$ cat config.mk
export PLATFORM = sky130hd
export DESIGN_NAME = nx_cdc_hs_tx
export DESIGN_NICKNAME = d
export VERILOG_FILES = /design/src/rtl/nx_cdc_pkg.sv /design/src/rtl/nx_cdc_hs_tx.sv
export SDC_FILE = /design/constraint.sdc
export NUM_CORES = 1
export LEC_CHECK = 0
export CAP_MARGIN = 20
export CORE_ASPECT_RATIO = 1.5
export CORE_MARGIN = 1.5
export CORE_UTILIZATION = 35
export DETAILED_ROUTE_END_ITERATION = 10
export HOLD_SLACK_MARGIN = 0.02
export PLACE_DENSITY = 0.74
export SLEW_MARGIN = 25
export SYNTH_ARGS = -nofsm -noshare
export SYNTH_HDL_FRONTEND = slang
export SYNTH_SLANG_ARGS = --single-unit
$ cat constraint.sdc
create_clock -name clk -period 1.3 [get_ports clk]
set_clock_uncertainty 0.15 [all_clocks]
set_input_delay 0.26 -clock clk [delete_from_list [all_inputs] [get_ports clk]]
set_output_delay 0.26 -clock clk [all_outputs]
set_load 0.01 [all_outputs]
$ cat src/rtl/nx_cdc_pkg.sv
// Shared types and constants for the toggle-handshake CDC transmitter.
package nx_cdc_pkg;

  typedef enum logic {
    IDLE     = 1'b0,
    WAIT_ACK = 1'b1
  } nx_cdc_state_e;

  localparam int NX_CDC_DEF_RANKS = 2;

endpackage

$ cat src/rtl/nx_cdc_hs_tx.sv
// Source side of a two-phase (toggle) request/acknowledge clock-domain crossing.
// A payload is latched into xfer_data and xfer_req toggles; the block then waits
// until the synchronized acknowledge toggles to the same level before taking
// the next payload. An optional wait counter flags an overlong acknowledge wait.
module nx_cdc_hs_tx
  import nx_cdc_pkg::*;
#(
  parameter int unsigned WIDTH       = 32,
  parameter int unsigned SYNC_RANKS  = NX_CDC_DEF_RANKS,
  parameter int unsigned TIMEOUT_CYC = 0
) (
  input  logic             clk,
  input  logic             rst_n,
  input  logic             in_vld,
  input  logic [WIDTH-1:0] in_data,
  output logic             in_rdy,
  output logic             xfer_req,
  output logic [WIDTH-1:0] xfer_data,
  input  logic             xfer_ack,
  output logic             xfer_done,
  output logic             timeout_err
);

  // Counter value at which the timeout fires; only meaningful when enabled.
  localparam logic [15:0] TMO_LAST = 16'(TIMEOUT_CYC - 1);
  localparam bit          TMO_EN   = (TIMEOUT_CYC != 0);

  nx_cdc_state_e         state;
  logic [SYNC_RANKS-1:0] ack_sync;
  logic                  ack_s;
  logic                  ack_match;
  logic                  accept;
  logic                  tmo_hit;
  logic [15:0]           wait_cnt;

  // Acknowledge synchronizer: xfer_ack is asynchronous, shift it through the chain.
  always_ff @(posedge clk) begin
    if (!rst_n) ack_sync <= '0;
    else        ack_sync <= {ack_sync[SYNC_RANKS-2:0], xfer_ack};
  end

  assign ack_s     = ack_sync[SYNC_RANKS-1];
  // Levels equal means the far side has seen the latest toggle (or nothing is outstanding).
  assign ack_match = (ack_s == xfer_req);
  assign in_rdy    = (state == IDLE) && ack_match;
  assign accept    = in_vld && in_rdy;
  // Completion is reported in the cycle the match is seen; the FSM leaves WAIT_ACK on the closing edge.
  assign xfer_done = (state == WAIT_ACK) && ack_match;
  // A match in the timeout cycle wins: the transfer completed, so no error.
  assign tmo_hit   = TMO_EN && (state == WAIT_ACK) && !ack_match && (wait_cnt == TMO_LAST);

  // Handshake FSM with payload/request registers, wait counter and timeout pulse.
  always_ff @(posedge clk) begin
    if (!rst_n) begin
      state       <= IDLE;
      xfer_req    <= 1'b0;
      xfer_data   <= '0;
      wait_cnt    <= '0;
      timeout_err <= 1'b0;
    end else begin
      timeout_err <= tmo_hit;
      case (state)
        IDLE: begin
          if (accept) begin
            xfer_data <= in_data;
            xfer_req  <= ~xfer_req;
            wait_cnt  <= '0;
            state     <= WAIT_ACK;
          end
        end
        WAIT_ACK: begin
          if (ack_match) begin
            state <= IDLE;
          end else if (wait_cnt != 16'hFFFF) begin
            wait_cnt <= wait_cnt + 16'd1;
          end
        end
        default: state <= IDLE;
      endcase
    end
  end

endmodule

Yosys cells after proc, flatten, opt, wreduce, memory -nomap -nowiden
Cells that the tools add are included.
{"block": "word_totals", "register_bits": 36, "n_memories": 0, "output_inout_bits": 36, "mem_bits_ro": 0, "ramBits": 0, "latchBits": 0, "in_bits": 36, "word_cells": 14}
{"block": "op_classes", "reduce_logical": 4, "add_sub_neg": 0, "mux": 3, "div": 0, "n_shift": 0, "multipliers": 0, "n_eq_ne": 1, "order_cmp": 0, "bitwise_logic": 2}
{"op": "$logic_and A1 B1 Y1", "count": 3}
{"op": "$mux W1", "count": 2}
{"op": "$not A1 Y1", "count": 2}
{"op": "$pmux W1 S2", "count": 1}
{"op": "$reduce_and A2 Y1", "count": 1}
{"op": "$eq A1 B1 Y1", "count": 1}

Longest topological paths before layout
{"block": "depth", "depth_word": 5, "mapped_depth": 5, "ltp_nobuf": 3}

Worst setup path after synthesis
No wires, ideal clock.
{"block": "synth_timing", "path_type": "register to register", "from": "register xfer_req", "to": "register state", "arrival_ns": 1.156, "required_ns": 1.035, "slack_ns": -0.121, "stages_incl_launch_ff": 6, "synth_period_minus_slack_ns": 1.421, "path_buffers": 2, "setup_time_ns": 0.115, "path_cell_list": "dfxtp_1 -> xor2_1 -> nor2b_1 -> buf_6 -> buf_6 -> o21a_1"}
{"block": "synth_via", "elab_chain_cells": 5, "word_cells_on_any_way": 6, "cone_classes": "eq/ne: 1; mux: 3; reduce/logical: 2"}
{"item": "from (decl)", "line_no": "nx_cdc_hs_tx.sv:17", "source": "output logic xfer_req,"}
{"item": "from (signal assigned)", "line_no": "nx_cdc_hs_tx.sv:66", "source": "xfer_req <= ~xfer_req;"}
{"item": "$eq A1 B1 Y1 (*)", "line_no": "nx_cdc_hs_tx.sv:44", "source": "assign ack_match = (ack_s == xfer_req);"}
{"item": "$logic_and A1 B1 Y1", "line_no": "nx_cdc_hs_tx.sv:45", "source": "assign in_rdy = (state == IDLE) && ack_match;"}
{"item": "$logic_and A1 B1 Y1", "line_no": "nx_cdc_hs_tx.sv:46", "source": "assign accept = in_vld && in_rdy;"}
{"item": "$mux W1", "line_no": "nx_cdc_hs_tx.sv:64", "source": "if (accept) begin"}
{"item": "$pmux W1 S2 (*)", "line_no": "nx_cdc_hs_tx.sv:62", "source": "case (state)"}
{"item": "to (signal assigned)", "line_no": "nx_cdc_hs_tx.sv:55", "source": "state <= IDLE;"}
{"item": "to (signal assigned)", "line_no": "nx_cdc_hs_tx.sv:68", "source": "state <= WAIT_ACK;"}
{"item": "to (signal assigned)", "line_no": "nx_cdc_hs_tx.sv:73", "source": "state <= IDLE;"}
{"item": "to (decl)", "line_no": "nx_cdc_hs_tx.sv:28", "source": "nx_cdc_state_e state;"}
Mark *: on every way between the ends. The rest lies on a longest branch, timed or not.
A chain may end at the register's enable or synchronous reset.

Worst setup path in the final report
{"block": "layout_timing", "from": "register ack_sync[1]", "to": "register xfer_data[29]"}
{"block": "layout_via", "elab_chain_cells": 4}
{"item": "from (decl)", "line_no": "nx_cdc_hs_tx.sv:29", "source": "logic [SYNC_RANKS-1:0] ack_sync;"}
{"item": "from (signal assigned)", "line_no": "nx_cdc_hs_tx.sv:39", "source": "else ack_sync <= {ack_sync[SYNC_RANKS-2:0], xfer_ack};"}
{"item": "$eq A1 B1 Y1", "line_no": "nx_cdc_hs_tx.sv:44"}
{"item": "$logic_and A1 B1 Y1", "line_no": "nx_cdc_hs_tx.sv:45"}
{"item": "$logic_and A1 B1 Y1", "line_no": "nx_cdc_hs_tx.sv:46"}
{"item": "$reduce_and A2 Y1 (no line)"}
{"item": "to (signal assigned)", "line_no": "nx_cdc_hs_tx.sv:65", "source": "xfer_data <= in_data;"}
{"item": "to (decl)", "line_no": "nx_cdc_hs_tx.sv:18", "source": "output logic [WIDTH-1:0] xfer_data,"}
No other way between the ends.

==> results_dict.tcl <==
set metrics [dict create \
    tns_ns -5.993 \
    clock-sinks 36 \
    cts_root_buffer "clkbuf_8" \
    synthToLayoutAreaGrowth_pct 53.60 \
    dp.cells 266 \
    fin_nets 267 \
    violations "setup timing" \
    io_buffers 70 \
    syn_inst 158 \
    netlist_area_mm2 0.001443 \
    worstSetupEndpointType "flip-flop" \
    wirelength_um 3319 \
    cp.required_ns 1.36 \
    slew_violations 0 \
    grt_use_total 0.1500 \
    drt_iter0_markers 29 \
    fmax_mhz 652.2 \
    die_x_um 55.42 \
    cts_inserted_buffers 5 \
    p_leak_uw 0.0009886 \
    final_cell_count_no_fill 277 \
    cp_max_fo 5 \
    firstDrtPassIters 4 \
    insertion_delay_ns 0.28 \
    cp-start-kind "flip-flop" \
    grt_max_degree 69 \
    core_mm2 0.003959 \
    synth_nets 194 \
    gr-total-overflow 0 \
    antenna_found_initial 0 \
    peakVddDrop_mv 0.7622 \
    boundaryPins 72 \
    cts_tree "yes" \
    clk_pin_slew_worst_paths_ns 0.07 \
    clock_path_buffers 2 \
    setup_viol 35 \
    detail-route-antenna-nets 0 \
    hold_viol 0 \
    ys_seq_elements 36 \
    wl_per_cell_um 11.98 \
    fin_ws_ns -0.2333 \
    h-tree-depth 2 \
    vias 1247 \
    arrival_ns 1.59 \
    crit_type "reg2reg" \
    gp_congestion 0.7715 \
    synth_top_area_cell "dfxtp_1" \
    hpwl_um 2205 \
    hold_class "reg2reg" \
    grt_pass1_wl_um 5313 \
    rsz0062_at_grt "yes" \
    die_h_um 81.63 \
    synth.avg_cell_area_um2 9.131 \
    synth-seq-area-share 0.4996 \
    synthTopCellsByArea "dfxtp_1 50%, mux2i_1 22%, nand2_1 17%, buf_6 3.1%, clkbuf_1 1.6%" \
    grt_pass1_vias 1188 \
    status "complete, but fails checks" \
    cts_hold_buf 0 \
    timing.final.crit_share 1.179 \
    powerDensity_mw_per_mm2 1181 \
    layout-drive-gt1-share 0.2241 \
    fin_crit_ns 1.533 \
    n_antenna_cell 0 \
    rows 28 \
    synthDistinctLibCells 15 \
    cap_violations 0 \
    synth_top_area_share 0.4996 \
    fp.dieArea_mm2 0.004524 \
    ys.warnings.count 0 \
    initial_core_util 0.3644 \
    drcViolationCount 0 \
    via_per_inst 4.502 \
]
-- power by group --
part | switching [uW] | leakage (uW) | internal (uW)
Clock | 366 | 0.0000455 | 432
Sequential | 49.3 | 0.000296 | 1190
Combinational | 249 | 0.000647 | 327
-- path summary, 6_finish.rpt --
kind / from / end / slack (ns) / cells after the start
setup / recovery: ack_sync[1] / xfer_data[29] / -0.23 / 6
hold reg to reg: ack_sync[0] / ack_sync[1] / 0.29 / 1
hold / removal: ack_sync[0] / ack_sync[1] / 0.29 / 1
setup reg to reg: ack_sync[1] / xfer_data[29] / -0.23 / 6
-- worst max-delay path, cell delays in order, from the launching register on --
cell and delay (ns):
dfxtp_2 0.35, xor2_4 0.19, buf_6 0.12, nor2b_4 0.20
buf_6 0.14, buf_16 0.11, mux2i_1 0.19
-- cell families after synthesis --
| logic type | Yosys count | share of synthesized area |
|---|---|---|
| buffers and inverters | 14 | 0.06157 |
| xor gates and xnor gates | 1 | 0.006072 |
| other | 1 | 0.002599 |
| DFF | 36 | 0.4996 |
| muxes | 32 | 0.2220 |
| AOI/OAI and AO/OA | 2 | 0.01214 |
| and+or+nand+nor | 72 | 0.1960 |
-- stage by stage --
stage	util	setup slack [ns]	hold WS (ns)	cell area, um^2	total power [uW]
floorplan	-	-0.01222	0.2373	1465	1550
global placement	0.5585	-0.4244	0.2658	2211	1869
detailed placement	0.5585	-0.4459	0.2799	2211	1878
CTS	0.5958	-0.2550	0.2960	2359	2692
global route	0.5597	-0.2999	0.3064	2216	2765
finish	0.5597	-0.2333	0.2917	2216	2616
-- state kept, by name, summed over array words and instances (netlist names) --
signal,flops
ack_sync,2
state,1
xfer_data,32
xfer_req,1
-- area by class of cell --
type                            instances  area (um^2)
Tap cell                               45        56.30
Multi-Input combinational cell        108        661.9
Fill cell                             368         1743
Sequential cell                        36        725.7
Timing Repair Buffer                   79        678.2
Inverter                                1        3.754
Clock buffer                            8        90.09
-- per-layer routing --
metal	wire [um]	track usage	vias to the layer above
met5	0	0	-
met4	57	0.05854	0
met3	168	0.04882	6
met2	1732	0.2655	41
met1	1360	0.1668	558
li1	-	-	642
-- Yosys cell counts, drive strengths merged --
cell type	count
nand2	65
dfxtp	36
mux2i	32
buf	7
clkbuf	6
and2	3
nor2	2
nor2b	2
conb	1
inv	1
o211a	1
o21a	1
xor2	1
-- layout by cell type, fill, tap and decap left out --
master,n
o21a_1,1
clkbuf_2,28
clkbuf_1,2
o211a_1,1
dfxtp_1,34
clkbuf_8,6
buf_6,6
clkdlybuf4s15_1,4
buf_4,1
inv_1,1
dfxtp_4,1
buf_2,3
and2_1,3
xor2_4,1
nor2b_4,1
nand2_1,65
nor2_1,2
clkdlybuf4s50_1,34
conb_1,1
buf_16,1
mux2i_1,32
nor2b_2,1
dfxtp_2,1
buf_12,2
-- timing repair --
| action | CTS | global route |
|---|---|---|
| gates resized for setup | 65 | 50 |
| gates cloned | 2 | 0 |
| pin swaps | 1 | 2 |
| endpoints found under the setup margin | 68 | 67 |
| buffers inserted | 2 | 1 |
Power figures use the tool's default switching activity.
